## src/rtl/seq_magnitude_comparator.sv

```systemverilog
// rtl/seq_magnitude_comparator.sv - multi-cycle MSB-first digit-serial magnitude comparator
// Optional two's-complement ordering via COMPARATOR_SIGNED_EN.
module seq_magnitude_comparator #(
  parameter int WIDTH = 16,
  parameter int DIGIT = 2
) (
  input  logic             clk,
  input  logic             rst_n,
  input  logic             start,
  input  logic [WIDTH-1:0] a,
  input  logic [WIDTH-1:0] b,
`ifdef COMPARATOR_SIGNED_EN
  input  logic             signed_mode,
`endif
  output logic             busy,
  output logic             done,
  output logic             g,
  output logic             l,
  output logic             eq
);

  localparam int NSTEP = WIDTH / DIGIT;
  localparam int IDX_W = (NSTEP > 1) ? $clog2(NSTEP) : 1;
  localparam logic [IDX_W-1:0] IDX_TOP  = IDX_W'(NSTEP - 1);
  localparam logic [DIGIT-1:0] MSB_MASK = DIGIT'(1) << (DIGIT - 1);

  typedef enum logic {S_IDLE, S_RUN} state_t;

  state_t           state, state_nxt;
  logic [WIDTH-1:0] a_r, b_r;
  logic [IDX_W-1:0] idx;
  logic [DIGIT-1:0] a_dig, b_dig, flip;
  logic             accept, dec_gt, dec_lt, dec_eq, decided;

`ifdef COMPARATOR_SIGNED_EN
  logic signed_r;

  // Inverting the sign bit of both top digits maps two's-complement order onto unsigned order.
  assign flip = (signed_r && (idx == IDX_TOP)) ? MSB_MASK : '0;

  always_ff @(posedge clk) begin
    if (accept) signed_r <= signed_mode;
  end
`else
  assign flip = '0;
`endif

  assign busy    = (state == S_RUN);
  assign decided = dec_gt | dec_lt | dec_eq;

  always_comb begin
    state_nxt = state;
    accept    = 1'b0;
    dec_gt    = 1'b0;
    dec_lt    = 1'b0;
    dec_eq    = 1'b0;
    a_dig     = a_r[idx*DIGIT +: DIGIT] ^ flip;
    b_dig     = b_r[idx*DIGIT +: DIGIT] ^ flip;
    case (state)
      S_IDLE: begin
        if (start) begin
          accept    = 1'b1;
          state_nxt = S_RUN;
        end
      end
      S_RUN: begin
        if (a_dig > b_dig) begin
          dec_gt    = 1'b1;
          state_nxt = S_IDLE;
        end else if (a_dig < b_dig) begin
          dec_lt    = 1'b1;
          state_nxt = S_IDLE;
        end else if (idx == '0) begin
          dec_eq    = 1'b1;
          state_nxt = S_IDLE;
        end
      end
      default: state_nxt = S_IDLE;
    endcase
  end

  always_ff @(posedge clk) begin
    if (!rst_n) begin
      state <= S_IDLE;
      done  <= 1'b0;
      g     <= 1'b0;
      l     <= 1'b0;
      eq    <= 1'b0;
    end else begin
      state <= state_nxt;
      done  <= decided;
      if (accept) begin
        g  <= 1'b0;
        l  <= 1'b0;
        eq <= 1'b0;
      end
      if (dec_gt) g  <= 1'b1;
      if (dec_lt) l  <= 1'b1;
      if (dec_eq) eq <= 1'b1;
    end
  end

  // Operand and digit-index registers need no reset: they are always reloaded before use.
  always_ff @(posedge clk) begin
    if (accept) begin
      a_r <= a;
      b_r <= b;
      idx <= IDX_TOP;
    end else if (busy && !decided) begin
      idx <= idx - 1'b1;
    end
  end

endmodule

```

## config.mk

```make
export PLATFORM = sky130hd
export DESIGN_NAME = seq_magnitude_comparator
export DESIGN_NICKNAME = d
export VERILOG_FILES = /design/src/rtl/seq_magnitude_comparator.sv
export SDC_FILE = /design/constraint.sdc
export NUM_CORES = 1
export LEC_CHECK = 0
export ABC_AREA = 1
export BUFFER_PORTS_ARGS = -buffer_cell sky130_fd_sc_hd__buf_4
export CAP_MARGIN = 20
export CORE_AREA = 3 3 71 100
export DETAILED_ROUTE_END_ITERATION = 12
export DIE_AREA = 0 0 74 103
export PLACE_DENSITY = 0.51
export REMOVE_ABC_BUFFERS = 1
export SLEW_MARGIN = 25
export SYNTH_ARGS = -nofsm -noshare
export SYNTH_HDL_FRONTEND = slang
export SYNTH_SLANG_ARGS = --single-unit
```

## constraint.sdc

```tcl
create_clock -name clk -period 2.3 [get_ports clk]
set_input_delay 0.115 -clock clk [delete_from_list [all_inputs] [get_ports clk]]
set_output_delay 0.115 -clock clk [all_outputs]
set_load 0.005 [all_outputs]
```

==> results of run 1 <==
==> power by group through the flow <==
stage / Combinational (W) / Clock (W) / Sequential, W
after global routing: 0.000947 / 0.000522 / 0.000950
final: 0.000831 / 0.000468 / 0.000935
after floorplan: 0.000536 / 0 / 0.000964
after detailed placement: 0.000799 / 0 / 0.000952
after CTS: 0.000836 / 0.000488 / 0.000937
after global placement: 0.000794 / 0 / 0.000952
==> logic make-up after synthesis <==
group                    after synthesis  synth area share (%)
adder cells (fa/ha/maj)                4                  2.88
flip-flops                            40                  64.5
AND/OR/NAND/NOR                       73                  18.6
buffers and inverters                 21                  7.84
AO/OA/AOI/OAI                         21                  6.26
==> state kept, by name, indices dropped and copies added, names as in the netlist <==
signal	count
a_r	16
b_r	16
busy	1
done	1
eq	1
g	1
idx	3
l	1
==> worst paths after layout <==
check                           startpoint  endpoint  slack (ps)  depth (start not counted)
worst min register to register           g         g         450                          2
worst max register to register      idx[0]    idx[2]         370                         12
worst min-delay path                  a[1]    a_r[1]          10                          1
worst max-delay path                idx[0]    idx[2]         370                         12
==> layout make-up <==
| cell class | instances | area [um2] | area share [%] |
|---|---|---|---|
| clock buffer | 8 | 90.1 | 3.65 |
| inverter | 14 | 57.6 | 2.33 |
| multi-input combinational | 98 | 482 | 19.5 |
| sequential | 40 | 1120 | 45.4 |
| tap | 72 | 90.1 | 3.65 |
| timing repair buffer | 74 | 628 | 25.4 |
==> cell usage in the layout, fill, tap and decap left out <==
master / synthesis / layout
a21oi_1: 3 / 3
a21oi_2: 1 / 1
buf_4: 1 / 45
clkbuf_1: 0 / 2
clkbuf_8: 0 / 6
dfxtp_1: 8 / 7
dfxtp_2: 0 / 1
dlygate4sd3_1: 0 / 29
edfxtp_1: 32 / 32
ha_1: 4 / 4
inv_1: 12 / 12
inv_2: 1 / 1
inv_6: 1 / 1
nand2_1: 23 / 23
nand3_1: 10 / 10
nand3_2: 1 / 1
nand4_1: 4 / 4
nor2_1: 29 / 29
nor2_2: 4 / 4
nor2_4: 1 / 1
o21ai_0: 7 / 7
o21ai_1: 10 / 10
or2_1: 1 / 1
==> per-stage QoR <==
step,setup WS [ps],area [um2],utilization (%),hold slack [ps]
2_1_floorplan,283,1660,-,214
3_3_place_gp,240,2090,33.4,294
3_5_place_dp,229,2090,33.4,294
4_1_cts,210,2430,38.8,0.852
5_1_grt,100,2470,39.5,0.776
6_report,370,2470,39.5,14.7
==> what timing repair did <==
item	in CTS	in global routing
hold buffers	25	4
hold endpoints to repair	25	4
setup endpoints to repair	0	3
gates resized for setup	0	1
==> per-layer routing <==
layer / wire, um / GRT usage (%)
met1: 1490 / 12.6
met2: 1760 / 16.5
met3: 162 / 2.73
met4: 55 / 4.60
met5: 0 / 0
==> impl_metrics.tcl, run 1 <==
set metrics [dict create \
    status "complete, no violations" \
    synth_flop_cell "edfxtp_1" \
    drc 0 \
    synth_edf_count 32 \
    synth_area_per_cell_um2 10.9 \
    dr.pass1.iters 4 \
    ir_drop_mv 0.366 \
    die_area_um2 7620 \
    drive_gt1_share_pct 26.1 \
    n_antenna_cell 0 \
    ys_seq_area_share_pct 64.5 \
    p_per_area_nw_per_um2 905 \
    coreArea_um2 6250 \
    yosysMostFrequentCell "edfxtp_1" \
    fin_nets 272 \
    grt_pass1_vias 1295 \
    yosys.area.top_type_share_pct 55.3 \
    synth_area_leaders "edfxtp_1 55%, dfxtp_1 9.2%, nor2_1 6.3%, nand2_1 5.0%, buf_6 3.2%" \
    worstPathArrival_ps 2100 \
    cp.required_ps 2470 \
    hold_violations 0 \
    swShare_pct 34.5 \
    ys_types 21 \
    period_minus_slack_ps 1930 \
    crit_fanout 8 \
    tritoncts "yes" \
    fill_cells 624 \
    min_path_type "input port to flip-flop" \
    rsz0062_at_grt "no" \
    tightest_slew_ps 318 \
    clockBufferDepth 2 \
    slew_viol_final 0 \
    post_cts_buffers 0 \
    dp_cells 269 \
    finalCritPeriodShare_pct 83.9 \
    die_width_um 74 \
    finalSetupTns_ps 0 \
    clk_latency_ps 290 \
    place.gp.congestion 0.812 \
    dieHeight_um 103 \
    synthTopCellsByCount "32 x edfxtp_1, 29 x nor2_1, 23 x nand2_1, 12 x inv_1" \
    root_buffer "clkbuf_8" \
    synthArstFlopShare_pct 0 \
    crit_type "flip-flop to flip-flop" \
    ant_nets 0 \
    yosysTopAreaCell "edfxtp_1" \
    path_clk_slew_ps 70 \
    cp_slowest_stage_delay_ps 450 \
    wire_per_inst_um 11.3 \
    p_total_w 0.00223 \
    dpl.hpwl_um 2440 \
    end_kind "flip-flop" \
    portBuffers 39 \
    slew-limit-headroom_pct 78.7 \
    leakagePower_nw 1.03 \
    path_buf_inv 1 \
    rows 34 \
    slowest_stage "dfxtp_2" \
    cts-htree-levels 2 \
    viasPerCell 4.14 \
    grt_max_degree 21 \
    grt.overflow.total 0 \
    power.switching_w 0.000771 \
    drtIter0Drc 58 \
    cap_viol_max_count 0 \
    via_count 1267 \
    skew_ps 8.50 \
    synthCells 159 \
    track_usage_pct 10.2 \
    path_cells "buf_4, nor2_1, nor2_1, o21ai_1, nand3_1, nand2_1, ha_1, nand2_1, nand2_1, nand3_2, nand2_1, nand3_1" \
    grt_pass1_wl_um 5870 \
    power_frac_comb_pct 37.2 \
    p_clk_share_pct 21.0 \
    critPathTopFamily "simple AND/OR/NAND/NOR gates" \
    cts_sinks 40 \
    p_seq_share_pct 41.9 \
    syn-cell-area_um2 1740 \
    routed_wl_um 3460 \
    fin_cells 306 \
    pin_count 40 \
    p_int_w 0.00146 \
    initial_core_util_pct 27.8 \
    syn_to_final_growth_pct 42.0 \
    startpoint_type "flip-flop" \
    crit_path_frequent_cell "nand2_1" \
    cts_made_buffers 5 \
    antenna_found_initial 0 \
    setup_violations 0 \
    yosys_warnings 0 \
    fmax_mhz 518 \
    synth_seq_cells 40 \
]
No activity file was read; power rests on OpenSTA's default activity.
==> run 2, diff against run 1 <==
- PLACE_DENSITY: 0.51 -> 0.53
- clock period: 2.3 -> 1.7 ns (I/O delays scaled with it)
==> impl_metrics.tcl, run 2 (synthesis results as in run 1) <==
set metrics [dict create \
    multi_input_area_um2 607 \
    portBuffers 39 \
    clockBufferDepth 2 \
    setup_slack_ps -154 \
    root_buffer "clkbuf_8" \
    slowest_stage "dfxtp_4" \
    die_width_um 74 \
    via_count 1406 \
    slew_viol_final 0 \
    p_seq_share_pct 31.0 \
    fin_area_um2 2800 \
    cts_sinks 40 \
    final_cell_mix "48 x buf_4, 32 x edfxtp_1, 32 x dlygate4sd3_1, 22 x nor2_1, 16 x nand2_1" \
    power.switching_w 0.00144 \
    finish.utilization_pct 44.8 \
    path_clk_slew_ps 70 \
    reg_top3 "a_r: 16 flops, b_r: 16 flops, idx: 3 flops" \
    path_buf_inv 1 \
    clk_latency_ps 290 \
    skew_ps 4.90 \
    grt_max_degree 33 \
    place.gp.congestion 0.831 \
    placedInstanceArea_um2 2140 \
    crit_fanout 4 \
    failed_checks "setup timing" \
    grt_pass1_vias 1454 \
    path_cells "clkbuf_16, nor2_1, nor2_1, o21ai_2, nand2_1, nand2_1, nand2_2, ha_4, nand2_4, nor2_4, nand3_4, nand2_1, nand3_1" \
    finalSetupTns_ps -764 \
    fin_nets 284 \
    p_int_w 0.00264 \
    antenna_found_initial 0 \
    tritoncts "yes" \
    rows 34 \
    dpl.hpwl_um 2380 \
    crit_path_frequent_cell "nand2_1" \
    finalCritPeriodShare_pct 109 \
    syn_to_final_growth_pct 61.2 \
    p_per_area_nw_per_um2 1460 \
    period_minus_slack_ps 1850 \
    grt.overflow.total 0 \
    initial_core_util_pct 27.8 \
    slew-limit-headroom_pct 87.4 \
    fill_cells 585 \
    die_area_um2 7620 \
    routed_wl_um 3890 \
    drc 0 \
    dieHeight_um 103 \
    worstPathArrival_ps 2020 \
    power_frac_comb_pct 50.5 \
    track_usage_pct 11.1 \
    p_clk_share_pct 18.5 \
    pin_count 40 \
    wire_per_inst_um 12.2 \
    layout_commonest_cell "buf_4" \
    n_antenna_cell 0 \
    ir_drop_mv 0.705 \
    startpoint_type "flip-flop" \
    cp_slowest_stage_delay_ps 390 \
    viasPerCell 4.42 \
    grt_pass1_wl_um 6410 \
    cap_viol_max_count 0 \
    drive_gt1_share_pct 40.2 \
    swShare_pct 35.2 \
    post-place-ws_ps -198 \
    end_kind "flip-flop" \
    setup_violations 7 \
    critPathTopFamily "simple AND/OR/NAND/NOR gates" \
    fmax_mhz 539 \
    cts-htree-levels 2 \
    coreArea_um2 6250 \
    hold_violations 0 \
    dr.pass1.iters 4 \
    crit_type "flip-flop to flip-flop" \
    min_path_type "input port to flip-flop" \
    tightest_slew_ps 189 \
    cp.required_ps 1870 \
    cts_made_buffers 5 \
    drtIter0Drc 46 \
    rsz0062_at_grt "yes" \
    ant_nets 0 \
    leakagePower_nw 1.15 \
    status "finished, violations left" \
    regArea_um2 1120 \
]
run 2: cell types whose count changed in the layout (fill, tap and decap cells not counted), sizes merged:
cell / delta
bufinv: +1
clkinv: +1
dlygate4sd3: +3
buf: +7
run 2: repair_timing:
item	CTS	global route
gates cloned	1	2
hold endpoints to repair	32	0
pin swaps	6	6
hold buffers	32	0
gates resized for setup	23	22
endpoints found under the setup margin	7	8
buffers inserted	2	0
run 2: cell type report:
cell class,instances,share of cell area [%]
clock inverters,2,1.25
repair buffers,86,28.9
clock buffers,6,2.59
inverters,14,2.32
multi-input cells,98,21.6
well taps,72,3.21
flip-flops and latches,40,40.1
run 2: per-stage QoR:
| stage | cells | power, W | hold slack, ps |
|---|---|---|---|
| after CTS | 316 | 0.00373 | 48.1 |
| after global routing | 318 | 0.00439 | 72.3 |
| after detailed placement | 273 | 0.00248 | 264 |
| final | 318 | 0.00408 | 62.0 |
| after global placement | 273 | 0.00245 | 264 |
| after floorplan | 152 | 0.00203 | 184 |
run 2: final timing paths:
kind / to / slack, ps / start / cells past startpoint
worst max-delay path: idx[0] / -150 / idx[0] / 13
worst min register to register: g / 460 / g / 2
worst max register to register: idx[0] / -150 / idx[0] / 13
worst min-delay path: eq / 60 / rst_n / 3
run 2: power by group through the flow:
stage	Sequential, W	Clock (W)	Combinational [W]
3_3_place_gp	0.00125	0	0.00120
4_1_cts	0.00125	0.000781	0.00169
5_1_grt	0.00128	0.000823	0.00229
6_report	0.00126	0.000754	0.00206
3_5_place_dp	0.00125	0	0.00123
2_1_floorplan	0.00130	0	0.000725
run 2: routing by layer:
layer	vias to the layer above	global-route usage [%]	routed length (um)
met5	-	0	0
met4	0	4.18	95
met3	11	3.02	190
met2	35	19.8	2130
met1	651	12.5	1470
li1	709	-	-
run 2: tightest hold or removal path, cell delays in order:
cell,delay [ps]
buf_4,100
nand3_1,70
o21ai_1,60
